File: config.mk
export PLATFORM = sky130hd
export DESIGN_NAME = execute_pipe
export DESIGN_NICKNAME = d
export VERILOG_FILES = /design/src/rtl/exec_pkg.sv /design/src/rtl/alu.sv /design/src/rtl/mul_seq.sv /design/src/rtl/execute_pipe.sv
export SDC_FILE = /design/constraint.sdc
export NUM_CORES = 1
export LEC_CHECK = 0
export BUFFER_PORTS_ARGS = -buffer_cell sky130_fd_sc_hd__buf_2
export CORE_UTILIZATION = 40
export CTS_CLUSTER_DIAMETER = 50
export DETAILED_ROUTE_END_ITERATION = 8
export MAX_ROUTING_LAYER = met4
export SYNTH_ARGS = -nofsm -noshare
export SYNTH_HDL_FRONTEND = slang
export SYNTH_SLANG_ARGS = --single-unit
File: constraint.sdc
create_clock -name clk -period 5.5 [get_ports clk]
set_input_delay 0.275 -clock clk [delete_from_list [all_inputs] [get_ports clk]]
set_output_delay 0.275 -clock clk [all_outputs]
set_load 0.05 [all_outputs]
File: src/rtl/exec_pkg.sv
// Shared encodings for the execute stage: opcode prefixes, operand-source
// selects, ALU operations and the multiply sequencer states.
package exec_pkg;
    localparam int INSTR_W  = 16;
    localparam int IMM5_W   = 5;
    localparam int IMM8_W   = 8;
    localparam int DISP11_W = 11;

    localparam logic [4:0] OP_BEQZ = 5'b01100;
    localparam logic [4:0] OP_BNEZ = 5'b01101;
    localparam logic [4:0] OP_BLTZ = 5'b01110;
    localparam logic [4:0] OP_BGTZ = 5'b01111;
    // XORI / ANDNI share this prefix and take a zero-extended imm5
    localparam logic [3:0] OP_LOGIC_IMM = 4'b0101;

    localparam logic [1:0] SRC_REG  = 2'b00;
    localparam logic [1:0] SRC_IMM5 = 2'b01;

    localparam logic [3:0] ALU_ADD   = 4'd0;
    localparam logic [3:0] ALU_AND   = 4'd1;
    localparam logic [3:0] ALU_OR    = 4'd2;
    localparam logic [3:0] ALU_XOR   = 4'd3;
    localparam logic [3:0] ALU_SLL   = 4'd4;
    localparam logic [3:0] ALU_SRL   = 4'd5;
    localparam logic [3:0] ALU_SRA   = 4'd6;
    localparam logic [3:0] ALU_PASSA = 4'd7;

    typedef enum logic [1:0] {IDLE, MUL, DONE} ex_state_e;
endpackage

File: src/rtl/alu.sv
// Combinational ALU with operand inversion and carry-in; unknown opcodes pass B.
module alu
    import exec_pkg::*;
#(
    parameter int WIDTH = 16
) (
    input  logic [WIDTH-1:0] a,
    input  logic [WIDTH-1:0] b,
    input  logic [3:0]       op,
    input  logic             inv_a,
    input  logic             inv_b,
    input  logic             cin,
    output logic [WIDTH-1:0] r
);
    localparam int SH_W = $clog2(WIDTH);

    logic        [WIDTH-1:0] a_m;
    logic        [WIDTH-1:0] b_m;
    logic signed [WIDTH-1:0] a_s;

    assign a_m = inv_a ? ~a : a;
    assign b_m = inv_b ? ~b : b;
    assign a_s = a_m;

    always_comb begin
        r = b_m;
        case (op)
            ALU_ADD:   r = a_m + b_m + WIDTH'(cin);
            ALU_AND:   r = a_m & b_m;
            ALU_OR:    r = a_m | b_m;
            ALU_XOR:   r = a_m ^ b_m;
            ALU_SLL:   r = a_m << b_m[SH_W-1:0];
            ALU_SRL:   r = a_m >> b_m[SH_W-1:0];
            ALU_SRA:   r = a_s >>> b_m[SH_W-1:0];
            ALU_PASSA: r = a_m;
            default:   r = b_m;
        endcase
    end
endmodule

File: src/rtl/mul_seq.sv
// Shift-add multiplier datapath, one multiplier bit per step; keeps the low WIDTH bits.
module mul_seq #(
    parameter int WIDTH = 16
) (
    input  logic             clk,
    input  logic             start,
    input  logic             step,
    input  logic [WIDTH-1:0] a,
    input  logic [WIDTH-1:0] b,
    output logic             done,
    output logic [WIDTH-1:0] product
);
    localparam int CNT_W = $clog2(WIDTH);

    logic [WIDTH-1:0] mcand_p0;
    logic [WIDTH-1:0] mplier_p0;
    logic [WIDTH-1:0] acc_p0;
    logic [CNT_W-1:0] cnt_p0;

    // Datapath only: the controlling FSM owns reset and abort
    always_ff @(posedge clk) begin
        if (start) begin
            mcand_p0  <= a;
            mplier_p0 <= b;
            acc_p0    <= '0;
            cnt_p0    <= '0;
        end else if (step) begin
            acc_p0    <= acc_p0 + (mplier_p0[0] ? mcand_p0 : '0);
            mcand_p0  <= mcand_p0 << 1;
            mplier_p0 <= mplier_p0 >> 1;
            cnt_p0    <= cnt_p0 + CNT_W'(1);
        end
    end

    assign done    = (cnt_p0 == CNT_W'(WIDTH - 1));
    assign product = acc_p0;
endmodule

File: src/rtl/execute_pipe.sv
// Execute stage: ALU, branch/jump resolution, next-PC, iterative multiply,
// EX/MEM output register with valid/ready and a one-cycle redirect pulse.
module execute_pipe
    import exec_pkg::*;
#(
    parameter int WIDTH  = 16,
    parameter bit MUL_EN = 1'b1
) (
    input  logic               clk,
    input  logic               rst_n,
    input  logic               in_valid,
    output logic               in_ready,
    input  logic               flush_in,
    input  logic [INSTR_W-1:0] Instruction,
    input  logic [WIDTH-1:0]   Read1data,
    input  logic [WIDTH-1:0]   Read2data,
    input  logic [WIDTH-1:0]   PC_Inc,
    input  logic [1:0]         ALUSrc_cntrl,
    input  logic [3:0]         ALUOp_cntrl,
    input  logic               ALU_InvA,
    input  logic               ALU_InvB,
    input  logic               ALU_Cin,
    input  logic               Branch_cntrl,
    input  logic               Jump_cntrl,
    input  logic               Mul_cntrl,
    output logic               out_valid,
    input  logic               out_ready,
    output logic [WIDTH-1:0]   ALU_Out,
    output logic [WIDTH-1:0]   PC_Next,
    output logic               redirect,
    output logic [WIDTH-1:0]   redirect_pc
);
    logic signed [WIDTH-1:0] imm5_s, imm8_s, disp11_s;
    logic [WIDTH-1:0] op_b, alu_r, pc_next, mul_prod, mul_pc_p0;
    logic br_cond, br_taken, ctl_taken, is_mul, accept, out_free;
    logic load_single, load_mul, mul_start, mul_step, mul_done;
    ex_state_e state, state_nx;

    assign imm5_s = (Instruction[15:12] == OP_LOGIC_IMM)
                  ? {{(WIDTH-IMM5_W){1'b0}}, Instruction[IMM5_W-1:0]}
                  : {{(WIDTH-IMM5_W){Instruction[IMM5_W-1]}}, Instruction[IMM5_W-1:0]};
    assign imm8_s   = {{(WIDTH-IMM8_W){Instruction[IMM8_W-1]}}, Instruction[IMM8_W-1:0]};
    assign disp11_s = {{(WIDTH-DISP11_W){Instruction[DISP11_W-1]}}, Instruction[DISP11_W-1:0]};

    always_comb begin
        case (ALUSrc_cntrl)
            SRC_REG:  op_b = Read2data;
            SRC_IMM5: op_b = imm5_s;
            default:  op_b = imm8_s;
        endcase
    end

    alu #(.WIDTH(WIDTH)) u_alu (
        .a(Read1data), .b(op_b), .op(ALUOp_cntrl),
        .inv_a(ALU_InvA), .inv_b(ALU_InvB), .cin(ALU_Cin), .r(alu_r)
    );

    always_comb begin
        br_cond = 1'b0;
        case (Instruction[15:11])
            OP_BEQZ: br_cond = (alu_r == '0);
            OP_BNEZ: br_cond = (alu_r != '0);
            OP_BLTZ: br_cond = alu_r[WIDTH-1];
            OP_BGTZ: br_cond = ~alu_r[WIDTH-1];
            default: br_cond = 1'b0;
        endcase
    end

    assign br_taken  = Branch_cntrl & br_cond;
    assign ctl_taken = Jump_cntrl | br_taken;
    assign pc_next   = Jump_cntrl ? PC_Inc + disp11_s
                     : br_taken   ? PC_Inc + imm8_s
                     : PC_Inc;

    assign is_mul      = MUL_EN && Mul_cntrl;
    assign out_free    = ~out_valid | out_ready;
    assign accept      = in_valid & in_ready & ~flush_in;
    assign load_single = accept & ~is_mul;
    assign mul_start   = accept & is_mul;

    mul_seq #(.WIDTH(WIDTH)) u_mul (
        .clk(clk), .start(mul_start), .step(mul_step),
        .a(Read1data), .b(op_b), .done(mul_done), .product(mul_prod)
    );

    always_ff @(posedge clk) begin
        if (mul_start) mul_pc_p0 <= PC_Inc;
    end

    always_ff @(posedge clk or negedge rst_n) begin
        if (!rst_n) state <= IDLE;
        else        state <= state_nx;
    end

    always_comb begin
        state_nx = state;
        if (flush_in) begin
            state_nx = IDLE;
        end else begin
            case (state)
                IDLE:    if (mul_start) state_nx = MUL;
                MUL:     if (mul_done)  state_nx = DONE;
                DONE:    if (out_free)  state_nx = IDLE;
                default: state_nx = IDLE;
            endcase
        end
    end

    always_comb begin
        in_ready = (state == IDLE) & out_free;
        mul_step = (state == MUL);
        load_mul = (state == DONE) & out_free & ~flush_in;
    end

    // EX/MEM boundary
    always_ff @(posedge clk or negedge rst_n) begin
        if (!rst_n) begin
            out_valid   <= 1'b0;
            ALU_Out     <= '0;
            PC_Next     <= '0;
            redirect    <= 1'b0;
            redirect_pc <= '0;
        end else begin
            redirect <= 1'b0;
            if (load_single) begin
                ALU_Out   <= alu_r;
                PC_Next   <= pc_next;
                out_valid <= 1'b1;
                if (ctl_taken) begin
                    redirect    <= 1'b1;
                    redirect_pc <= pc_next;
                end
            end else if (load_mul) begin
                ALU_Out   <= mul_prod;
                PC_Next   <= mul_pc_p0;
                out_valid <= 1'b1;
            end else if (out_ready) begin
                out_valid <= 1'b0;
            end
        end
    end
endmodule

; Word-level counts from Yosys, hierarchy flattened
; Cells that the tools add are included.
; Widths: inputs -> output; s select.
[classes]
n_reduce_logical = 10
bitwise = 19
n_addsub = 6
n_mux = 27
n_eq_ne = 19
shifts = 3
[ops]
columns = op, count
row1 = $mux 16, 14
row2 = $pmux 16 s8, 1
row3 = $add 16x16->16, 4
row4 = $not 16->16, 2
row5 = $pmux 16 s2, 1
row6 = $eq 4x3->1 const B, 5
row7 = $eq 5x4->1 const B, 4
row8 = $add 16x1->16, 1
row9 = $and 16x16->16, 1
row10 = $logic_not 16->1, 1
row11 = $or 16x16->16, 1
row12 = $reduce_bool 16->1, 1
row13 = $shl 16x4->16, 1
row14 = $shr 16x4->16, 1
row15 = $sshr 16x4->16, 1
row16 = $xor 16x16->16, 1
row17 = $and 1x1->1, 8
row18 = $eq 4x2->1 const B, 2
row19 = $mux 2, 4
row20 = $ne 3x3->1 const B, 2
row21 = $pmux 2 s3, 1
row22 = $mux 1, 5
row23 = $add 4x1->4 const B, 1
row24 = $eq 2x1->1 const B, 2
row25 = 13 further kinds, 19
[word_totals]
input_bits = 81
regBits = 120

; Longest topological paths before layout
[depth]
depth_word = 14
depth_mapped = 23
mapped_depth_nobuf = 21

; By module
; From an unflattened synthesis, not the netlist that was laid out.
[hier_totals]
cells_unflattened = 1301
hier_area_um2 = 11414.7
[modules_own_cells]
columns = mod, cells_per_inst, area_each_um2, instances, seq_area_each_um2
row1 = execute_pipe, 440, 4252.8, 1, 1781.7
row2 = alu, 603, 4239.1, 1, 0.0
row3 = mul_seq, 258, 2922.8, 1, 1361.3

; Worst setup path after synthesis
; No wires, ideal clock.
[synth_timing]
path_type = input-to-reg
from = input ALUSrc_cntrl[0]
to = register redirect_pc[3]
slack_ps = -354
stages = 22
setup_time_ps = 125
arrival_ps = 5729
cell_sequence = buf_6 o21a_1 or3_4 nand2_4 buf_2 clkbuf_1 fa_1 inv_1 fa_1 a211oi_1 o21ai_0 a41o_1 o41ai_1 xnor2_1 a211oi_2 a41oi_1 or4b_4 or4_4 nand4_4 nand2_4 buf_6 mux2_4
[synth_between]
elab_chain_cells = 12
word_cells_on_any_way = 23
cone_classes = 2 x add/sub / 1 x eq/ne / 3 x shift / 6 x mux / 7 x bitwise / 4 x reduce/logical
[synth_rtl]
columns = item, line
row1 = "start, declared", execute_pipe.sv:18  ; input logic [1:0] ALUSrc_cntrl,
row2 = $eq 2x1->1 or $logic_not 2->1 (tied branches), execute_pipe.sv:46  ; case (ALUSrc_cntrl)
row3 = $pmux 16 s2 (*), execute_pipe.sv:46
row4 = $not 16->16, alu.sv:22  ; assign b_m = inv_b ? ~b : b;
row5 = $mux 16 (*), alu.sv:22
row6 = $add 16x16->16, alu.sv:28  ; ALU_ADD: r = a_m + b_m + WIDTH'(cin);
row7 = $add 16x1->16, alu.sv:28
row8 = $pmux 16 s8 (*), alu.sv:27  ; case (op)
row9 = "$reduce_bool 16->1, or another cell as far along", execute_pipe.sv:62  ; OP_BNEZ: br_cond = (alu_r != '0);
row10 = $pmux 1 s4 (*), execute_pipe.sv:60  ; case (Instruction[15:11])
row11 = $and 1x1->1 (*), execute_pipe.sv:69  ; assign br_taken = Branch_cntrl & br_cond;
row12 = $mux 16 or $or 1x1->1 (tied branches), "execute_pipe.sv:72, execute_pipe.sv:70"
row13 = $mux 16 or $reduce_and 2->1 (tied branches), n/a
row14 = "end signal, assigned", execute_pipe.sv:131  ; redirect_pc <= pc_next;
row15 = "end, declared", execute_pipe.sv:31  ; output logic [WIDTH-1:0] redirect_pc
; Mark *: on every way between the ends. The rest lies on a longest branch, timed or not.
; A chain may end at the register's enable or synchronous reset.

; Worst setup path in the final report
[layout_timing]
from = input Instruction[15]
to = register PC_Next[4]
[layout_between]
elab_chain_cells = 14
word_cells_on_any_way = 23
cone_classes = 2 x add/sub / 5 x eq/ne / 8 x mux / 6 x bitwise / 2 x reduce/logical
[layout_rtl]
columns = item, line
row1 = "start, declared", execute_pipe.sv:14  ; input logic [INSTR_W-1:0] Instruction,
row2 = $eq 4x3->1, execute_pipe.sv:39  ; assign imm5_s = (Instruction[15:12] == OP_LOGIC_IMM)
row3 = $mux 16, execute_pipe.sv:40  ; ? {{(WIDTH-IMM5_W){1'b0}}, Instruction[IMM5_W-1:0]}
row4 = $pmux 16 s2, execute_pipe.sv:46
row5 = $not 16->16, alu.sv:22
row6 = $mux 16, alu.sv:22
row7 = $add 16x16->16, alu.sv:28
row8 = $add 16x1->16, alu.sv:28
row9 = $pmux 16 s8, alu.sv:27
row10 = "$reduce_bool 16->1, or another cell as far along", execute_pipe.sv:62
row11 = $pmux 1 s4 (*), execute_pipe.sv:60
row12 = $and 1x1->1 (*), execute_pipe.sv:69
row13 = $mux 16 (*), execute_pipe.sv:72  ; : br_taken ? PC_Inc + imm8_s
row14 = $mux 16 (*), execute_pipe.sv:71  ; assign pc_next = Jump_cntrl ? PC_Inc + disp11_s
row15 = $mux 16 (*), execute_pipe.sv:125  ; if (load_single) begin
row16 = "end signal, assigned", execute_pipe.sv:127  ; PC_Next <= pc_next;
row17 = "end signal, assigned", execute_pipe.sv:135  ; PC_Next <= mul_pc_p0;
row18 = "end, declared", execute_pipe.sv:29  ; output logic [WIDTH-1:0] PC_Next,
; Marked as above.

==> impl_metrics.csv <==
group,metric,value,unit
cells_and_area,drive_above_1_share,20.3,%
place,numPlacedInstances,1894,
cells_and_area,area_growth,19.0,%
critical_path,critPathCaptureType,"flop",
cells_and_area,num_antenna_cells,0,
power,powerDensity,319,mW/mm²
floorplan,pin_count,132,
worst_hold_path,hold_class,"input port to flop",
timing,hold_violations,0,
floorplan,fp.dieW,170,µm
place,gp_congestion,1.07,
floorplan,initial_core_util,40.7,%
clocking,clkSinkCount,120,
floorplan,die_h,170,µm
critical_path,cp-start-kind,"input port",
critical_path,cp_max_fo,9,
global_route,grt_max_degree,56,
routing,post_drt_wl_per_cell,23.3,µm
cells_and_area,multi_input_area,0.00759,mm²
yosys,yosys_warnings,0,
floorplan,coreArea,0.0278,mm²
clocking,clk_latency,0.43,ns
floorplan,fp.dieArea,0.0289,mm²
power,p_leak,5.76,nW
global_route,grt_overflow,0,
yosys,postSynthNetCount,1520,
yosys,ys_seq_elements,120,
outcome,status,"completed",
yosys,syn_area,0.0113,mm²
timing,fin_ws,0.410,ns
yosys,synthArstFlopShare,43.3,%
routing,ant_nets,0,
cells_and_area,n_fill_cell,2796,
critical_path,path_class,"input port to flop",
run,drv_cap,0,
timing,slew-limit-headroom,28.9,%
cells_and_area,layout_commonest_cell,"nand2_1",
global_route,grt_pass1_wl,67200,µm
routing,vias_per_cell,6.10,
timing,finalCriticalPeriod,5.09,ns
clocking,clock_path_buffers,2,
place,port-buffer-count,131,
clocking,cts_tree,"built",
global_route,grt_pass1_vias,11200,
critical_path,critPathArrivalTime,5.40,ns
routing,num_vias,11800,
clocking,h-tree-depth,4,
routing,dr.pass1.iters,6,
yosys,ys_types,93,
timing,finalCritPeriodShare,92.5,%
cells_and_area,stdcell_count,1927,
power,ir_drop,134,µV
place,hpwl,34800,µm
timing,worst-slew-pin-transition,1.06,ns
power,finalPower,0.00428,W
timing,finClkSkew,0.0163,ns
yosys,ys_seq_area_share,27.8,%
cells_and_area,fin_nets,1692,
yosys,syn_avg_cell_area,8.29,µm²
timing,finalSetupViolCount,0,
clocking,post_cts_buffers,0,
clocking,ctsRootBufferMaster,"clkbuf_16",
routing,drc_errors,0,
global_route,grt_usage,32.0,%
yosys,synthFlopType,"dfrtp_1",
global_route,antenna_found_initial,0,
clocking,cts_buffers,17,
routing,wirelength,45000,µm
cells_and_area,final-seq-area,0.00314,mm²
timing,rsz0062_at_grt,"false",
routing,initialDrtViolationCount,1290,
floorplan,rows,61,
yosys,synth_edf_count,48,
timing,slew_violations,0,
timing,fin_tns_setup,0,ns
cells_and_area,mostFrequentLayoutCells,"nand2_1 (135), buf_2 (131), a21oi_1 (111)",
place,pre_cts_ws,0.0361,ns
clocking,clk_pin_slew,0.06,ns
timing,fmax,196,MHz
yosys,postSynthCellCount,1364,
critical_path,cp.required,5.81,ns
## stage by stage
stage / utilization, % / area [µm²] / hold slack [ns]
floorplan: - / 11300 / -0.0206
global route: 48.4 / 13400 / 0.0298
CTS: 48.4 / 13400 / 0.0122
finish: 48.4 / 13400 / 0.0382
global placement: 46.3 / 12900 / 0.451
detailed placement: 46.3 / 12900 / 0.448
## Yosys cell counts (all sizes together) (9+ instances only)
cell / count / area share (%)
inv: 62 / 2.1
dfrtp: 52 / 12
nor2b: 35 / 1.9
a21oi: 112 / 5.0
clkbuf: 42 / 1.4
nor2: 69 / 2.4
o21ai: 114 / 5.1
a211oi: 27 / 1.9
ha: 71 / 7.9
o31ai: 12 / 0.80
xnor2: 27 / 2.2
o21a: 18 / 1.2
o211ai: 23 / 1.5
a21o: 12 / 0.80
o2111ai: 14 / 1.1
dfxtp: 20 / 3.5
nor4: 13 / 0.77
and2: 25 / 1.4
o22ai: 14 / 0.77
mux2i: 37 / 3.3
a31oi: 19 / 1.1
or3: 9 / 0.59
xor2: 40 / 3.1
mux2: 14 / 1.6
edfxtp: 48 / 13
a2111oi: 11 / 0.85
nand3: 46 / 2.1
nand2: 138 / 4.8
nor3: 34 / 1.6
nand4: 15 / 0.96
nand2b: 13 / 0.72
buf: 34 / 1.8
nor3b: 10 / 0.80
## cell families (layout without fill, tap and decap cells)
family | Yosys count | after routing | synth area share (%)
AO/OA/AOI/OAI | 471 | 471 | 27.7
buffers and inverters | 142 | 327 | 5.37
adder cells (fa/ha/maj) | 75 | 75 | 8.57
multiplexers | 53 | 53 | 5.24
XOR/XNOR | 67 | 67 | 5.26
AND/OR/NAND/NOR | 436 | 436 | 20.0
flip-flops | 120 | 120 | 27.8
## power by group
part	leakage, nW	total [W]	internal [W]	switching, W
combinational	4.25	0.00194	0.000663	0.00127
clock	0.278	0.00110	0.000699	0.000404
sequential	1.23	0.00124	0.00111	0.000133
total	5.76	0.00428	0.00247	0.00181
## sequential cells by signal, summed over array words and instances (netlist names)
register         flops
u_mul.mplier_p0     16
state                2
mul_pc_p0           16
out_valid            1
PC_Next             16
u_mul.product       16
redirect             1
u_mul.cnt_p0         4
u_mul.mcand_p0      16
ALU_Out             16
redirect_pc         16
## per-layer routing
layer	global-route usage, %	vias to the layer above	part of all wire, %
met3	5.49	128	7.6
met2	49.4	566	46
met5	-	-	0
met4	16.6	0	4.8
li1	-	5458	-
met1	40.1	5606	42
## final cells by class
| cell class | count | area share, % |
|---|---|---|
| Multi-Input combinational cell | 1102 | 56.4 |
| Inverter | 66 | 1.84 |
| Timing Repair Buffer | 229 | 10.6 |
| Clock inverter | 8 | 0.707 |
| Clock buffer | 24 | 3.58 |
| Sequential cell | 120 | 23.4 |
| Tap cell | 378 | 3.52 |
## worst max-delay path, cell delays in order
cell,delay [ns]
buf_2,0.09
nor2b_1,0.21
a31oi_1,0.18
or2_2,0.37
o21ai_0,0.32
xor2_1,0.24
inv_1,0.07
ha_1,0.39
a21o_1,0.21
a21oi_1,0.19
nor2b_1,0.07
o311ai_0,0.34
o2111ai_1,0.19
nor4_2,0.33
a41oi_1,0.16
or4b_4,0.57
or4_4,0.56
nand4_4,0.15
buf_4,0.18
mux2i_1,0.22
a21oi_1,0.09
## path summary, 6_finish.rpt
check	startpoint	to	slack (ns)	cells past startpoint
max	Instruction[15]	PC_Next[4]$_DFFE_PN0P_	0.41	21
min	flush_in	state[1]$_DFFE_PN0P_	0.04	2
max reg2reg	u_mul.mplier_p0[0]$_DFFE_PP_	u_mul.product[15]$_SDFFE_PP0P_	1.78	16
min reg2reg	u_mul.product[15]$_SDFFE_PP0P_	u_mul.product[15]$_SDFFE_PP0P_	0.47	1
max in group asynchronous	rst_n	ALU_Out[4]$_DFFE_PN0P_	4.51	3
min in group asynchronous	rst_n	redirect_pc[8]$_DFFE_PN0P_	0.52	3
## what timing repair did
action / 4_1_cts / 5_1_grt
hold buffers: 1 / 0
hold endpoints to repair: 44 / 0
gates resized for setup: 0 / 0
(Power assumes the default switching activity.)
